--- config.mk ---
export PLATFORM = sky130hd
export DESIGN_NAME = id_stage_pipe
export DESIGN_NICKNAME = d
export VERILOG_FILES = /design/src/rtl/id_stage_pipe.sv
export SDC_FILE = /design/constraint.sdc
export NUM_CORES = 1
export LEC_CHECK = 0
export CORE_ASPECT_RATIO = 0.8
export CORE_UTILIZATION = 30
export CTS_CLUSTER_SIZE = 12
export DETAILED_ROUTE_END_ITERATION = 12
export GPL_ROUTABILITY_DRIVEN = 1
export PLACE_DENSITY = 0.63
export SYNTH_ARGS = -nofsm -noshare
export SYNTH_HDL_FRONTEND = slang
export SYNTH_SLANG_ARGS = --single-unit
--- constraint.sdc ---
create_clock -name clk -period 7.5 [get_ports clk]
set_input_delay 0.75 -clock clk [delete_from_list [all_inputs] [get_ports clk]]
set_output_delay 0.75 -clock clk [all_outputs]
set_load 0.02 [all_outputs]
--- src/rtl/id_stage_pipe.sv ---
// Decode/issue stage: decodes one instruction per cycle, resolves operands
// through prioritised forwarding, raises the load-use stall, resolves
// jumps/branches with one delay slot and owns the registered ID/EX boundary.
module id_stage_pipe #(
  parameter int DATA_W   = 32,
  parameter int ADDR_W   = 32,
  parameter int REG_AW   = 5,
  parameter int NUM_FWD  = 2,
  parameter int ALUOP_W  = 8,
  parameter int ALUSEL_W = 3
) (
  input  logic                        clk,
  input  logic                        rst,
  input  logic                        if_valid_i,
  input  logic [ADDR_W-1:0]           pc_i,
  input  logic [31:0]                 inst_i,
  input  logic                        stall_i,
  input  logic                        flush_i,
  input  logic [DATA_W-1:0]           rdata1_i,
  input  logic [DATA_W-1:0]           rdata2_i,
  input  logic [NUM_FWD-1:0]          fwd_we_i,
  input  logic [NUM_FWD*REG_AW-1:0]   fwd_waddr_i,
  input  logic [NUM_FWD*DATA_W-1:0]   fwd_wdata_i,
  input  logic                        ex_is_load_i,
  output logic [REG_AW-1:0]           raddr1_o,
  output logic [REG_AW-1:0]           raddr2_o,
  output logic                        re1_o,
  output logic                        re2_o,
  output logic                        stallreq_o,
  output logic                        branch_flag_o,
  output logic [ADDR_W-1:0]           branch_target_addr_o,
  output logic                        ex_valid_o,
  output logic [ALUOP_W-1:0]          ex_aluop_o,
  output logic [ALUSEL_W-1:0]         ex_alusel_o,
  output logic [DATA_W-1:0]           ex_rdata1_o,
  output logic [DATA_W-1:0]           ex_rdata2_o,
  output logic [REG_AW-1:0]           ex_waddr_o,
  output logic                        ex_we_o,
  output logic [ADDR_W-1:0]           ex_return_addr_o,
  output logic                        ex_in_delayslot_o,
  output logic                        ex_inst_invalid_o
);

  localparam logic [5:0] OP_SPECIAL = 6'h00, OP_J = 6'h02, OP_JAL = 6'h03,
                         OP_BEQ = 6'h04, OP_BNE = 6'h05, OP_ANDI = 6'h0C,
                         OP_ORI = 6'h0D, OP_XORI = 6'h0E, OP_LUI = 6'h0F,
                         OP_LW = 6'h23;
  localparam logic [5:0] FN_SLL = 6'h00, FN_SRL = 6'h02, FN_SRA = 6'h03,
                         FN_SLLV = 6'h04, FN_SRLV = 6'h06, FN_SRAV = 6'h07,
                         FN_JR = 6'h08, FN_JALR = 6'h09, FN_AND = 6'h24,
                         FN_OR = 6'h25, FN_XOR = 6'h26, FN_NOR = 6'h27;

  // Internal aluop/alusel encodings shared with the EX stage.
  localparam logic [ALUOP_W-1:0] AOP_AND = ALUOP_W'(8'h24), AOP_OR = ALUOP_W'(8'h25),
                                 AOP_XOR = ALUOP_W'(8'h26), AOP_NOR = ALUOP_W'(8'h27),
                                 AOP_SLL = ALUOP_W'(8'h7C), AOP_SRL = ALUOP_W'(8'h02),
                                 AOP_SRA = ALUOP_W'(8'h03), AOP_JAL = ALUOP_W'(8'h50),
                                 AOP_LW  = ALUOP_W'(8'hE3), AOP_BR  = ALUOP_W'(8'h51);
  localparam logic [ALUSEL_W-1:0] SEL_NOP = '0, SEL_LOGIC = ALUSEL_W'(3'b001),
                                  SEL_SHIFT = ALUSEL_W'(3'b010), SEL_JB = ALUSEL_W'(3'b110),
                                  SEL_LS = ALUSEL_W'(3'b111);

  logic [5:0]          op, funct;
  logic [REG_AW-1:0]   rs, rt, rd;
  logic [15:0]         imm16;
  logic [ADDR_W-1:0]   pc4, pc8;

  assign op    = inst_i[31:26];
  assign funct = inst_i[5:0];
  assign rs    = REG_AW'(inst_i[25:21]);
  assign rt    = REG_AW'(inst_i[20:16]);
  assign rd    = REG_AW'(inst_i[15:11]);
  assign imm16 = inst_i[15:0];
  assign pc4   = pc_i + ADDR_W'(4);
  assign pc8   = pc_i + ADDR_W'(8);

  logic                d_we, d_invalid, d_jump, d_jreg, d_branch, d_bne, d_link;
  logic [REG_AW-1:0]   d_waddr;
  logic [DATA_W-1:0]   d_imm;
  logic [ALUOP_W-1:0]  d_aluop;
  logic [ALUSEL_W-1:0] d_alusel;

  // Instruction decode: read enables, destination, immediate and control class.
  always_comb begin
    re1_o = 1'b0; re2_o = 1'b0; d_we = 1'b0; d_waddr = '0; d_imm = '0;
    d_aluop = '0; d_alusel = SEL_NOP; d_invalid = 1'b0;
    d_jump = 1'b0; d_jreg = 1'b0; d_branch = 1'b0; d_bne = 1'b0; d_link = 1'b0;
    case (op)
      OP_SPECIAL: begin
        case (funct)
          FN_AND, FN_OR, FN_XOR, FN_NOR: begin
            re1_o = 1'b1; re2_o = 1'b1; d_we = 1'b1; d_waddr = rd; d_alusel = SEL_LOGIC;
            d_aluop = (funct == FN_AND) ? AOP_AND : (funct == FN_OR) ? AOP_OR :
                      (funct == FN_XOR) ? AOP_XOR : AOP_NOR;
          end
          FN_SLLV, FN_SRLV, FN_SRAV: begin
            re1_o = 1'b1; re2_o = 1'b1; d_we = 1'b1; d_waddr = rd; d_alusel = SEL_SHIFT;
            d_aluop = (funct == FN_SLLV) ? AOP_SLL : (funct == FN_SRLV) ? AOP_SRL : AOP_SRA;
          end
          FN_SLL, FN_SRL, FN_SRA: begin
            // shift amount travels as the port-1 immediate
            re2_o = 1'b1; d_we = 1'b1; d_waddr = rd; d_alusel = SEL_SHIFT;
            d_imm = DATA_W'(inst_i[10:6]);
            d_aluop = (funct == FN_SLL) ? AOP_SLL : (funct == FN_SRL) ? AOP_SRL : AOP_SRA;
          end
          FN_JR: begin
            re1_o = 1'b1; d_jreg = 1'b1; d_aluop = AOP_BR; d_alusel = SEL_JB;
          end
          FN_JALR: begin
            re1_o = 1'b1; d_jreg = 1'b1; d_link = 1'b1; d_we = 1'b1;
            d_waddr = (rd == '0) ? REG_AW'(31) : rd;
            d_aluop = AOP_JAL; d_alusel = SEL_JB;
          end
          default: d_invalid = 1'b1;
        endcase
      end
      OP_ORI, OP_ANDI, OP_XORI: begin
        re1_o = 1'b1; d_we = 1'b1; d_waddr = rt; d_alusel = SEL_LOGIC;
        d_imm = DATA_W'(imm16);
        d_aluop = (op == OP_ORI) ? AOP_OR : (op == OP_ANDI) ? AOP_AND : AOP_XOR;
      end
      OP_LUI: begin
        // rs is r0 in a legal LUI, so OR with the shifted immediate
        re1_o = 1'b1; d_we = 1'b1; d_waddr = rt; d_alusel = SEL_LOGIC; d_aluop = AOP_OR;
        d_imm = {imm16, {(DATA_W-16){1'b0}}};
      end
      OP_LW: begin
        re1_o = 1'b1; d_we = 1'b1; d_waddr = rt; d_alusel = SEL_LS; d_aluop = AOP_LW;
        d_imm = {{(DATA_W-16){imm16[15]}}, imm16};
      end
      OP_BEQ, OP_BNE: begin
        re1_o = 1'b1; re2_o = 1'b1; d_branch = 1'b1; d_bne = (op == OP_BNE);
        d_aluop = AOP_BR; d_alusel = SEL_JB;
      end
      OP_J, OP_JAL: begin
        d_jump = 1'b1; d_alusel = SEL_JB;
        d_link = (op == OP_JAL); d_we = (op == OP_JAL);
        d_waddr = (op == OP_JAL) ? REG_AW'(31) : '0;
        d_aluop = (op == OP_JAL) ? AOP_JAL : AOP_BR;
      end
      default: d_invalid = 1'b1;
    endcase
  end

  assign raddr1_o = rs;
  assign raddr2_o = rt;

  logic [DATA_W-1:0] op1, op2;

  // Operand select; iterating oldest-first lets the youngest matching source win.
  always_comb begin
    op1 = rdata1_i;
    op2 = rdata2_i;
    for (int k = NUM_FWD - 1; k >= 0; k--) begin
      if (fwd_we_i[k] && fwd_waddr_i[k*REG_AW +: REG_AW] == raddr1_o)
        op1 = fwd_wdata_i[k*DATA_W +: DATA_W];
      if (fwd_we_i[k] && fwd_waddr_i[k*REG_AW +: REG_AW] == raddr2_o)
        op2 = fwd_wdata_i[k*DATA_W +: DATA_W];
    end
    if (raddr1_o == '0) op1 = '0;
    if (raddr2_o == '0) op2 = '0;
    if (!re1_o) op1 = d_imm;
    if (!re2_o) op2 = d_imm;
  end

  logic [REG_AW-1:0] ex_dst;
  assign ex_dst = fwd_waddr_i[REG_AW-1:0];

  assign stallreq_o = if_valid_i & ex_is_load_i & fwd_we_i[0] & (ex_dst != '0) &
                      ((re1_o & (raddr1_o == ex_dst)) | (re2_o & (raddr2_o == ex_dst)));

  logic              taken;
  logic [ADDR_W-1:0] target;

  // Control-transfer resolution and fetch redirect.
  always_comb begin
    taken  = 1'b0;
    target = '0;
    if (d_jump) begin
      taken  = 1'b1;
      target = {pc4[ADDR_W-1:28], inst_i[25:0], 2'b00};
    end else if (d_jreg) begin
      taken  = 1'b1;
      target = ADDR_W'(op1);
    end else if (d_branch) begin
      taken  = (op1 == op2) ^ d_bne;
      target = pc4 + {{(ADDR_W-18){imm16[15]}}, imm16, 2'b00};
    end
    branch_flag_o        = taken & if_valid_i & ~stallreq_o & ~stall_i & ~flush_i;
    branch_target_addr_o = branch_flag_o ? target : '0;
  end

  logic ds_q;
  logic capture, bubble;

  assign bubble  = rst | flush_i | (~stall_i & (stallreq_o | ~if_valid_i));
  assign capture = ~rst & ~flush_i & ~stall_i & ~stallreq_o & if_valid_i;

  // ID/EX register: reset/flush/interlock bubbles, stall holds, otherwise capture.
  always_ff @(posedge clk) begin
    if (bubble) begin
      ex_valid_o        <= 1'b0;
      ex_aluop_o        <= '0;
      ex_alusel_o       <= '0;
      ex_rdata1_o       <= '0;
      ex_rdata2_o       <= '0;
      ex_waddr_o        <= '0;
      ex_we_o           <= 1'b0;
      ex_return_addr_o  <= '0;
      ex_in_delayslot_o <= 1'b0;
      ex_inst_invalid_o <= 1'b0;
    end else if (capture) begin
      ex_valid_o        <= 1'b1;
      ex_aluop_o        <= d_aluop;
      ex_alusel_o       <= d_alusel;
      ex_rdata1_o       <= op1;
      ex_rdata2_o       <= op2;
      ex_waddr_o        <= d_waddr;
      ex_we_o           <= d_we;
      ex_return_addr_o  <= d_link ? pc8 : '0;
      ex_in_delayslot_o <= ds_q;
      ex_inst_invalid_o <= d_invalid;
    end
  end

  // Delay-slot tracker: any jump or branch (taken or not) marks the next issue.
  always_ff @(posedge clk) begin
    if (rst || flush_i)
      ds_q <= 1'b0;
    else if (capture)
      ds_q <= d_jump | d_jreg | d_branch;
  end

endmodule
# Word-level counts from Yosys, hierarchy flattened
# Index checks and enable logic that the tools add are counted.
# Widths: inputs -> output; s select.
[classes] add_sub_neg=3 mul=0 n_div=0 n_lt_le_gt_ge=0 eq_ne=27 n_shift=0 n_mux=51 bitwise=27 n_reduce_logical=28
[op_table] op="$mux 32" n=13
[op_table] op="$pmux 32 s4" n=1
[op_table] op="$pmux 8 s6" n=1
[op_table] op="$eq 6x4->1 const B" n=6
[op_table] op="$pmux 7 s5" n=1
[op_table] op="$add 32x3->32 const B" n=1
[op_table] op="$add 32x32->32" n=1
[op_table] op="$add 32x4->32 const B" n=1
[op_table] op="$eq 32x32->1" n=1
[op_table] op="$eq 5x5->1" n=6
[op_table] op="$eq 6x3->1 const B" n=5
[op_table] op="$eq 6x6->1 const B" n=5
[op_table] op="$eq 6x2->1 const B" n=4
[op_table] op="$reduce_or 9->1" n=2
[op_table] op="$mux 1" n=17
[op_table] op="$and 1x1->1" n=15
[op_table] op="$logic_not 5->1" n=3
[op_table] op="$mux 5" n=3
[op_table] op="$pmux 5 s3" n=1
[op_table] op="$mux 7" n=2
[op_table] op="$logic_not 6->1" n=2
[op_table] op="$pmux 3 s4" n=1
[op_table] op="$reduce_or 12->1" n=1
[op_table] op="$reduce_or 4->1" n=3
[op_table] op="other kinds (18)" n=40
[word_totals] register_bits=117 latch_bits=0 mem_bits_rw=0 rom_bits=0 in_bits=210 output_inout_bits=162 elab_cells=147 n_memories=0

# Logic depth before layout (Yosys ltp)
# Gate-level depths: netlist of run 1.
[logic_depth] word_depth=16 mapped_depth=20 mapped_depth_nobuf=19

# Worst setup path before layout of run 1
# OpenSTA, ideal clock, no wires.
[synth_path] kind="input to output" startpoint="input port pc_i[5]" endpoint="output port branch_target_addr_o[30]" arrival_ps=4584 required_time_ps=6750 slack_ps=2166 stages=17 path_buffers=2 path_cell_list="clkbuf_1 > nand3_1 > nor3_1 > and3_1 > and3_1 > clkbuf_1 > nand4_1 > xnor2_1 > ha_1 > a21o_1 > a21o_1 > a221o_1 > a31oi_1 > o221a_2 > mux2i_1 > o21ai_0 > a21oi_1"
[synth_between] elab_chain_len=6
[synth_lines] item="start: declaration" line_no="15" text="input logic [ADDR_W-1:0] pc_i,"
[synth_lines] item="$add 32x3->32 *" line_no="74" text="assign pc4 = pc_i + ADDR_W'(4);"
[synth_lines] item="$add 32x32->32" line_no="187" text="target = pc4 + {{(ADDR_W-18){imm16[15]}}, imm16, 2'b00};"
[synth_lines] item="$mux 32" line_no="185" text="end else if (d_branch) begin"
[synth_lines] item="$mux 32" line_no="182" text="end else if (d_jreg) begin"
[synth_lines] item="$mux 32 *" line_no="179" text="if (d_jump) begin"
[synth_lines] item="$mux 32 *" line_no="190" text="branch_target_addr_o = branch_flag_o ? target : '0;"
[synth_lines] item="end: declaration" line_no="31" text="output logic [ADDR_W-1:0] branch_target_addr_o,"
# Mark *: on every way between the ends. The rest lies on a longest branch, timed or not.

# Worst setup path in the final report of run 1
[layout_path] startpoint="input port inst_i[5]" endpoint="output port branch_target_addr_o[9]"
[layout_between] elab_chain_len=15 elab_cells_between_ends=45 cone_classes="1 x add/sub; 12 x eq/ne; 17 x mux; 10 x bitwise; 5 x reduce/logical"
[layout_lines] item="start: declaration" line_no="16" text="input logic [31:0] inst_i,"
[layout_lines] item="$eq 6x6->1 (tied with other cells)" line_no="90" text="case (funct)"
[layout_lines] item="$reduce_or 10->1 (no source line) (tied with other cells)"
[layout_lines] item="$mux 1 / $mux 5 (equally long branches)" line_no="90"
[layout_lines] item="$pmux 1 s2 / $pmux 32 s4 (equally long branches)" line_no="88" text="case (op)"
[layout_lines] item="$mux 32, on equally long branches" line_no="163, 162"
[layout_lines] item="$eq 32x32->1" line_no="186" text="taken = (op1 == op2) ^ d_bne;"
[layout_lines] item="$xor 1x1->1" line_no="186"
[layout_lines] item="$mux 1" line_no="185"
[layout_lines] item="$mux 1" line_no="182"
[layout_lines] item="$mux 1" line_no="179"
[layout_lines] item="$and 1x1->1 (4 in a row)" line_no="189" text="branch_flag_o = taken & if_valid_i & ~stallreq_o & ~stall_i & ~flush_i;"
[layout_lines] item="$mux 32 *" line_no="190"
# Marks and branches as above.

==> impl_metrics.prom, run 1 <==
# TYPE chip_impl_metric gauge
chip_impl_info{name="status",value="finished clean"} 1
chip_impl_metric{name="cts_buffers",unit=""} 17
chip_impl_info{name="cts_tree",value="built"} 1
chip_impl_metric{name="report.final.setup_viol",unit=""} 0
chip_impl_metric{name="largest_net_degree_at_the_start_of_global_routing",unit=""} 110
chip_impl_metric{name="cp.arrival",unit="ns"} 6.47
chip_impl_metric{name="grt_first_pass_wirelength",unit="mm"} 77.0
chip_impl_metric{name="worst-path-max-fanout",unit=""} 19
chip_impl_metric{name="min_period",unit="ns"} 7.22
chip_impl_metric{name="io_pins",unit=""} 372
chip_impl_metric{name="worst_ep_required_time",unit="ns"} 6.75
chip_impl_metric{name="synth_enable_flop_cells",unit=""} 0
chip_impl_metric{name="drt.antenna.violating_nets",unit=""} 0
chip_impl_metric{name="hold_viol",unit=""} 0
chip_impl_metric{name="finalClockSkew",unit="ns"} 0.00291
chip_impl_metric{name="setup-tns-final",unit="ns"} 0
chip_impl_info{name="synth_top_cells_by_count",value="sky130_fd_sc_hd__nor2_1, sky130_fd_sc_hd__nand2_1, sky130_fd_sc_hd__dfxtp_1"} 1
chip_impl_metric{name="cellLeakagePower",unit="nW"} 5.21
chip_impl_metric{name="cts_setup_buffers",unit=""} 0
chip_impl_metric{name="ff2ff_path_depth",unit=""} 2
chip_impl_metric{name="place.gp.congestion",unit=""} 0.983
chip_impl_info{name="worst_setup_path_end_kind",value="output pin"} 1
chip_impl_metric{name="reported_max_cap_violation_count",unit=""} 0
chip_impl_info{name="setup_crit_path_kind",value="input port to output pin"} 1
chip_impl_metric{name="peakVddDrop",unit="V"} 0.000155
chip_impl_metric{name="grt_remaining_overflow",unit=""} 0
chip_impl_metric{name="stdcell_area",unit="um^2"} 15000
chip_impl_metric{name="clk_transition_reported_paths",unit="ns"} 0.06
chip_impl_metric{name="min_delay_path_depth",unit=""} 2
chip_impl_metric{name="yosys.area_share.adder",unit="%"} 4.04
chip_impl_metric{name="netlist_instances",unit=""} 1409
chip_impl_metric{name="synthDistinctLibCells",unit=""} 71
chip_impl_metric{name="num-fill-cells",unit=""} 3311
chip_impl_info{name="min-delay-start",value="ex_rdata1_o[27]"} 1
chip_impl_info{name="r2r-start",value="ex_rdata2_o[16]"} 1
chip_impl_metric{name="die_area",unit="um^2"} 34400
chip_impl_metric{name="via_count_of_the_first_global_routing_pass",unit=""} 11842
chip_impl_metric{name="post_cts_repair_resize_count",unit=""} 0
chip_impl_metric{name="drtPass1Iterations",unit=""} 10
chip_impl_metric{name="synthXorXnorAreaFrac",unit="%"} 11.3
chip_impl_metric{name="number_of_antenna_violations_at_the_first_check_in_global_routing",unit=""} 1
chip_impl_info{name="unrepaired_setup_endpoints_after_global_routing",value="no"} 1
chip_impl_metric{name="timing_max_transition_violations_final",unit=""} 0
chip_impl_info{name="type_of_the_most_critical_hold_path",value="flip-flop to flip-flop"} 1
chip_impl_metric{name="detail_route.wl_per_cell",unit="um"} 24.5
chip_impl_metric{name="layout-area-overhead-vs-synth",unit="%"} 48.2
chip_impl_info{name="synth_most_common_cell",value="sky130_fd_sc_hd__nor2_1"} 1
chip_impl_metric{name="synth_top_cell_area_share",unit="%"} 23.2
chip_impl_metric{name="synth_compound_area_share",unit="%"} 24.3
chip_impl_metric{name="floorplan.initialDensity",unit="%"} 30.7
chip_impl_metric{name="yosys.area_share.simple",unit="%"} 27.6
chip_impl_metric{name="yosys_warnings",unit=""} 0
chip_impl_metric{name="vias_per_cell",unit=""} 5.67
chip_impl_metric{name="powerDensity",unit="nW/um^2"} 139
chip_impl_metric{name="grt_util_all_layers",unit="%"} 30.1
chip_impl_metric{name="port_buffers",unit=""} 371
chip_impl_metric{name="drt_wl_total",unit="mm"} 53.2
chip_impl_metric{name="post_dp_cell_area",unit="um^2"} 14300
chip_impl_info{name="synth_flop_cell",value="sky130_fd_sc_hd__dfxtp_1"} 1
chip_impl_metric{name="avgSynthCellArea",unit="um^2"} 7.17
chip_impl_metric{name="clock_latency",unit="ns"} 0.44
chip_impl_metric{name="syn_nets",unit=""} 1651
chip_impl_metric{name="die_w",unit="um"} 207
chip_impl_info{name="post_synth_main_area_contributors",value="sky130_fd_sc_hd__dfxtp_1, sky130_fd_sc_hd__nor2_1, sky130_fd_sc_hd__a211oi_1"} 1
chip_impl_metric{name="finalCritPeriodShare",unit="%"} 96.3
chip_impl_metric{name="synth.ff_latch_count",unit=""} 117
chip_impl_info{name="timing.critical_path.from_type",value="input port"} 1
chip_impl_metric{name="die_height",unit="um"} 166
chip_impl_metric{name="clock_tree.htree_level_count",unit=""} 4
chip_impl_metric{name="cts_hold_buffers",unit=""} 0
chip_impl_metric{name="number_of_rows_created_at_floorplan",unit=""} 59
chip_impl_info{name="synth_top_family_by_area",value="simple AND/OR/NAND/NOR gates"} 1
chip_impl_metric{name="detail_route.iter0.violations",unit=""} 1210
chip_impl_metric{name="worst_slew_margin_rel",unit="%"} 23.3
chip_impl_info{name="root_buffer_cell",value="sky130_fd_sc_hd__clkbuf_16"} 1
chip_impl_metric{name="tightest_slew",unit="ns"} 1.14
chip_impl_metric{name="final_layout_size_suffix_gt1_share",unit="%"} 6.35
chip_impl_metric{name="ys_async_sr_fraction",unit="%"} 0
chip_impl_info{name="post-synth-top-area-cell",value="sky130_fd_sc_hd__dfxtp_1"} 1
chip_impl_metric{name="fmax",unit="MHz"} 138
chip_impl_metric{name="detailroute.via_count",unit=""} 12335
chip_impl_metric{name="muxShareOfSynthArea",unit="%"} 3.57
chip_impl_metric{name="synthesized_area",unit="um^2"} 10100
chip_impl_metric{name="coreArea",unit="um^2"} 32900
chip_impl_metric{name="ys_seq_area_share",unit="%"} 23.2
chip_impl_metric{name="dpl.hpwl",unit="mm"} 41.5
chip_impl_metric{name="drcViolationCount",unit=""} 0
chip_impl_metric{name="num-nets-final",unit=""} 1976
chip_impl_metric{name="cts_buffer_depth",unit=""} 2
chip_impl_metric{name="cts_sinks",unit=""} 117
chip_impl_info{name="worstSetupStartpoint",value="inst_i[5]"} 1
-- cell type report --
cell class              count  area, um^2  share of cell area [%]
repair buffers            429        4170                    27.9
well taps                 427         534                    3.57
clock buffers              18         439                    2.93
inverters                  19        71.3                   0.477
multi-input cells        1150        7200                    48.1
flip-flops and latches    117        2340                    15.7
clock inverters            14         199                    1.33
diodes                      1        2.50                  0.0167
-- worst paths after layout --
kind	slack, ns	endpoint
setup / recovery	0.28	branch_target_addr_o[9]
hold / removal	0.46	ex_rdata1_o[27]
setup reg to reg	6.68	ex_rdata2_o[16]
hold reg to reg	0.46	ex_rdata1_o[27]
-- sequential cells by signal, indices dropped and copies added, names as in the netlist --
name	cells
ex_in_delayslot_o	1
ex_rdata2_o	32
ds_q	1
ex_rdata1_o	32
ex_return_addr_o	32
ex_alusel_o	3
ex_aluop_o	8
ex_waddr_o	5
ex_valid_o	1
ex_we_o	1
ex_inst_invalid_o	1
-- kinds of logic (layout without fill, tap and decap cells) --
family,after synthesis,in the layout
AOI/OAI and AO/OA,351,351
xor gates and xnor gates,130,130
adders and majority gates,32,32
buffers and inverters,142,480
DFF,117,117
muxes,36,36
other,0,1
and+or+nand+nor,601,601
-- metrics by stage --
| step | hold WS, ns | setup slack [ns] | total power [W] | std cells | util [%] |
|---|---|---|---|---|---|
| floorplan | 0.432 | 2.17 | 0.000898 | 1409 | - |
| global placement | 0.443 | 0.268 | 0.00116 | 2142 | 43.6 |
| detailed placement | 0.448 | 0.407 | 0.00116 | 2142 | 43.6 |
| CTS | 0.457 | 0.356 | 0.00208 | 2174 | 45.5 |
| global route | 0.480 | 0.0443 | 0.00215 | 2174 | 45.5 |
| finish | 0.457 | 0.276 | 0.00208 | 2175 | 45.6 |
-- worst max-delay path: stages --
cell and delay (ns):
sky130_fd_sc_hd__clkdlybuf4s50_1 0.78, sky130_fd_sc_hd__nor3b_1 0.14, sky130_fd_sc_hd__nor4_1 0.74, sky130_fd_sc_hd__a21o_1 0.32, sky130_fd_sc_hd__o21ai_2 0.32, sky130_fd_sc_hd__buf_4 0.35
sky130_fd_sc_hd__o311a_1 0.42, sky130_fd_sc_hd__xor2_1 0.24, sky130_fd_sc_hd__nand4_1 0.12, sky130_fd_sc_hd__nor4_1 0.38, sky130_fd_sc_hd__and3_1 0.27, sky130_fd_sc_hd__nor3_4 0.10
sky130_fd_sc_hd__a2111oi_0 0.79, sky130_fd_sc_hd__clkdlybuf4s50_1 0.75
-- power by group --
part	internal (W)	switching (W)
logic	0.000237	0.000301
registers	0.000624	0.00000186
clock network	0.000568	0.000351
total	0.00143	0.000653
-- layout by cell type (no fill, tap or decap), drive strengths merged, types with 16 or more instances in the layout --
master / instances
clkdlybuf4s50: 371
nor2: 246
nand2: 135
dfxtp: 117
a21oi: 112
a211oi: 88
xnor2: 68
xor2: 62
nor3: 61
buf: 58
and3: 48
mux2i: 36
ha: 31
nand4: 27
nand3: 24
o21ai: 22
inv: 22
clkbuf: 18
o31a: 17
a21o: 16
-- per-layer routing --
metal  vias up  wire length [um]  global-route usage, %
met2       701             22900                   44.8
met5         -                 0                      0
met1      5809             23200                   41.1
met3        95              5510                   8.89
met4         0              1640                   10.4
li1       5730                 -                      -
No activity file was read; power rests on OpenSTA's default activity.
==> inputs of run 2 (changes only) <==
- CORE_ASPECT_RATIO: 0.8 -> 1.4
==> run 2 against run 1 <==
Non-clock buffer count decreased by 2; final cell count increased by 0.74%; via count decreased by 0.52%; critical path type unchanged; final area decreased by 0.44%.
==> impl_metrics.prom, run 2 (synthesis gave the netlist of run 1 again) <==
# TYPE chip_impl_metric gauge
chip_impl_metric{name="dp_slack",unit="ns"} 0.314
chip_impl_metric{name="fmax",unit="MHz"} 137
chip_impl_info{name="setup_crit_path_kind",value="input port to output pin"} 1
chip_impl_info{name="type_of_the_most_critical_hold_path",value="flip-flop to flip-flop"} 1
chip_impl_metric{name="timing.critical_path.buf_inv",unit=""} 3
chip_impl_metric{name="drt.antenna.violating_nets",unit=""} 0
chip_impl_info{name="setup.worst_path.end",value="branch_target_addr_o[8]"} 1
chip_impl_metric{name="grt_remaining_overflow",unit=""} 0
chip_impl_info{name="crit-reg2reg-capture",value="ex_rdata1_o[3]"} 1
chip_impl_metric{name="crit_path_max_incr_delay",unit="ns"} 0.98
chip_impl_metric{name="die_area",unit="um^2"} 34400
chip_impl_metric{name="crit_cells",unit=""} 14
chip_impl_metric{name="report.final.setup_viol",unit=""} 0
chip_impl_metric{name="dpl.hpwl",unit="mm"} 42.7
chip_impl_metric{name="cts_hold_buffers",unit=""} 0
chip_impl_metric{name="cts_sinks",unit=""} 117
chip_impl_metric{name="powerDensity",unit="nW/um^2"} 132
chip_impl_info{name="root_buffer_cell",value="sky130_fd_sc_hd__clkbuf_16"} 1
chip_impl_metric{name="peakVddDrop",unit="V"} 0.000144
chip_impl_info{name="top_regs",value="ex_rdata1_o (32), ex_rdata2_o (32), ex_return_addr_o (32)"} 1
chip_impl_metric{name="clk_transition_reported_paths",unit="ns"} 0.05
chip_impl_metric{name="worst_ep_required_time",unit="ns"} 6.75
chip_impl_info{name="unrepaired_setup_endpoints_after_global_routing",value="no"} 1
chip_impl_metric{name="detailroute.via_count",unit=""} 12271
chip_impl_info{name="cp_slowest_cell",value="sky130_fd_sc_hd__a2111oi_0"} 1
chip_impl_info{name="status",value="finished clean"} 1
chip_impl_metric{name="via_count_of_the_first_global_routing_pass",unit=""} 11930
chip_impl_metric{name="postLayoutSetupSlackWorst",unit="ns"} 0.176
chip_impl_metric{name="clock_tree.htree_level_count",unit=""} 4
chip_impl_metric{name="clock_latency",unit="ns"} 0.42
chip_impl_metric{name="drcViolationCount",unit=""} 0
chip_impl_metric{name="setup-tns-final",unit="ns"} 0
chip_impl_metric{name="grt_util_all_layers",unit="%"} 30.6
chip_impl_metric{name="floorplan.initialDensity",unit="%"} 30.4
chip_impl_metric{name="cts_buffer_depth",unit=""} 2
chip_impl_info{name="worst_setup_path_end_kind",value="output pin"} 1
chip_impl_metric{name="tightest_slew",unit="ns"} 1.10
chip_impl_metric{name="coreArea",unit="um^2"} 33200
chip_impl_metric{name="cts_buffers",unit=""} 17
chip_impl_metric{name="hold_viol",unit=""} 0
chip_impl_metric{name="holdWs",unit="ns"} 0.450
chip_impl_metric{name="cellLeakagePower",unit="nW"} 5.17
chip_impl_metric{name="post-route-util",unit="%"} 44.9
chip_impl_metric{name="stdcell_area",unit="um^2"} 14900
chip_impl_info{name="cp_top_family",value="simple AND/OR/NAND/NOR gates"} 1
chip_impl_metric{name="finalCritPeriodShare",unit="%"} 97.6
chip_impl_info{name="timing.critical_path.from_type",value="input port"} 1
chip_impl_metric{name="largest_net_degree_at_the_start_of_global_routing",unit=""} 63
chip_impl_metric{name="number_of_antenna_violations_at_the_first_check_in_global_routing",unit=""} 2
chip_impl_metric{name="worst_slew_margin_rel",unit="%"} 25.0
chip_impl_metric{name="cts_setup_buffers",unit=""} 0
chip_impl_metric{name="final_layout_size_suffix_gt1_share",unit="%"} 6.02
chip_impl_metric{name="post_dp_cell_area",unit="um^2"} 14300
chip_impl_metric{name="grt_first_pass_wirelength",unit="mm"} 76.7
chip_impl_info{name="worstSetupStartpoint",value="inst_i[24]"} 1
chip_impl_metric{name="finalClockSkew",unit="ns"} 0.00136
chip_impl_metric{name="detail_route.iter0.violations",unit=""} 1256
chip_impl_metric{name="die_height",unit="um"} 219
chip_impl_metric{name="detail_route.wl_per_cell",unit="um"} 24.5
chip_impl_metric{name="timing_max_transition_violations_final",unit=""} 0
chip_impl_metric{name="port_buffers",unit=""} 371
chip_impl_info{name="final_cell_mix",value="sky130_fd_sc_hd__clkdlybuf4s50_1, sky130_fd_sc_hd__nor2_1, sky130_fd_sc_hd__nand2_1"} 1
chip_impl_metric{name="drtPass1Iterations",unit=""} 6
chip_impl_metric{name="place.gp.congestion",unit=""} 0.970
chip_impl_metric{name="worst-r2r-setup-slack",unit="ns"} 6.75
chip_impl_metric{name="layout-area-overhead-vs-synth",unit="%"} 47.5
chip_impl_metric{name="post_cts_repair_resize_count",unit=""} 0
chip_impl_metric{name="drt_wl_total",unit="mm"} 53.8
chip_impl_metric{name="num-nets-final",unit=""} 1974
chip_impl_metric{name="reported_max_cap_violation_count",unit=""} 0
chip_impl_info{name="timing.critical_path.cells",value="clkdlybuf4s50_1 -> xor2_1 -> nor4_1 -> and3_2 -> buf_4 -> mux2i_1 -> a211o_1 -> xnor2_1 -> nand4_1 -> nor4_1 -> and3_1 -> nor3_4 -> a2111oi_0 -> clkdlybuf4s50_1"} 1
chip_impl_metric{name="die_w",unit="um"} 157
chip_impl_metric{name="number_of_rows_created_at_floorplan",unit=""} 79
chip_impl_metric{name="io_pins",unit=""} 372
chip_impl_metric{name="ff2ff_path_depth",unit=""} 2
chip_impl_info{name="r2r-start",value="ex_rdata1_o[3]"} 1
chip_impl_info{name="layout.cells.most_common",value="sky130_fd_sc_hd__clkdlybuf4s50_1"} 1
chip_impl_metric{name="min_period",unit="ns"} 7.32
chip_impl_info{name="cts_tree",value="built"} 1
chip_impl_metric{name="cp.arrival",unit="ns"} 6.57
chip_impl_metric{name="vias_per_cell",unit=""} 5.60
chip_impl_metric{name="worst-path-max-fanout",unit=""} 15
[run 2: cell types whose count changed in the layout (fill, tap and decap cells not counted), sizes merged]
cell,before,now
buf,58,56
diode,1,2
clkinvlp,4,2
clkbuf,18,20
bufinv,4,2
inv,22,21
clkinv,3,5
[run 2: cell type report]
cell class	instances	area [um^2]
Timing Repair Buffer	427	4150
Antenna cell	2	5.00
Tap cell	445	557
Multi-Input combinational cell	1150	7210
Clock buffer	20	437
Sequential cell	117	2340
Fill cell	3437	18300
Inverter	19	71.3
Clock inverter	11	129
[run 2: routing by layer]
metal  track usage [%]  vias to the layer above  wire [um]
met1              33.3                     5783      19800
met4              21.4                        0       3660
met3              5.71                      148       3970
met2              53.4                      623      26300
met5                 0                        -          0
li1                  -                     5717          -
[run 2: tightest hold or removal path: cells and delay by family (launching register included)]
kind,cells,cell delay (ns)
AO/OA/AOI/OAI,1,0.05
flip-flops,1,0.31
AND/OR/NAND/NOR,1,0.05
[run 2: report_power, final]
group	switching, W	internal [W]	leakage (nW)
clock	0.000323	0.000489	0.271
combinational	0.000286	0.000235	3.95
sequential	0.00000182	0.000625	0.943
total	0.000611	0.00135	5.17
[run 2: through the flow]
stage	std cells	power, W
finish	2191	0.00196
global route	2190	0.00202
CTS	2189	0.00196
detailed placement	2158	0.00115
global placement	2158	0.00115
floorplan	1409	0.000898
[run 2: how the worst min path moves through the flow]
stage / from / to / slack (ns) / cells after the start
after floorplan: ds_q / ex_in_delayslot_o / 0.43 / 2
after global placement: ex_aluop_o[7] / ex_aluop_o[7] / 0.44 / 2
after detailed placement: ex_return_addr_o[1] / ex_return_addr_o[1] / 0.45 / 2
after CTS: ex_return_addr_o[1] / ex_return_addr_o[1] / 0.45 / 2
after global routing: ex_rdata1_o[25] / ex_rdata1_o[25] / 0.47 / 2
final: ex_return_addr_o[2] / ex_return_addr_o[2] / 0.45 / 2
==> inputs of run 3 (changes only) <==
- CTS_CLUSTER_DIAMETER: not set -> 120
==> results of run 3 <==
Final layout, timing and power as in run 2 (identical DEF).
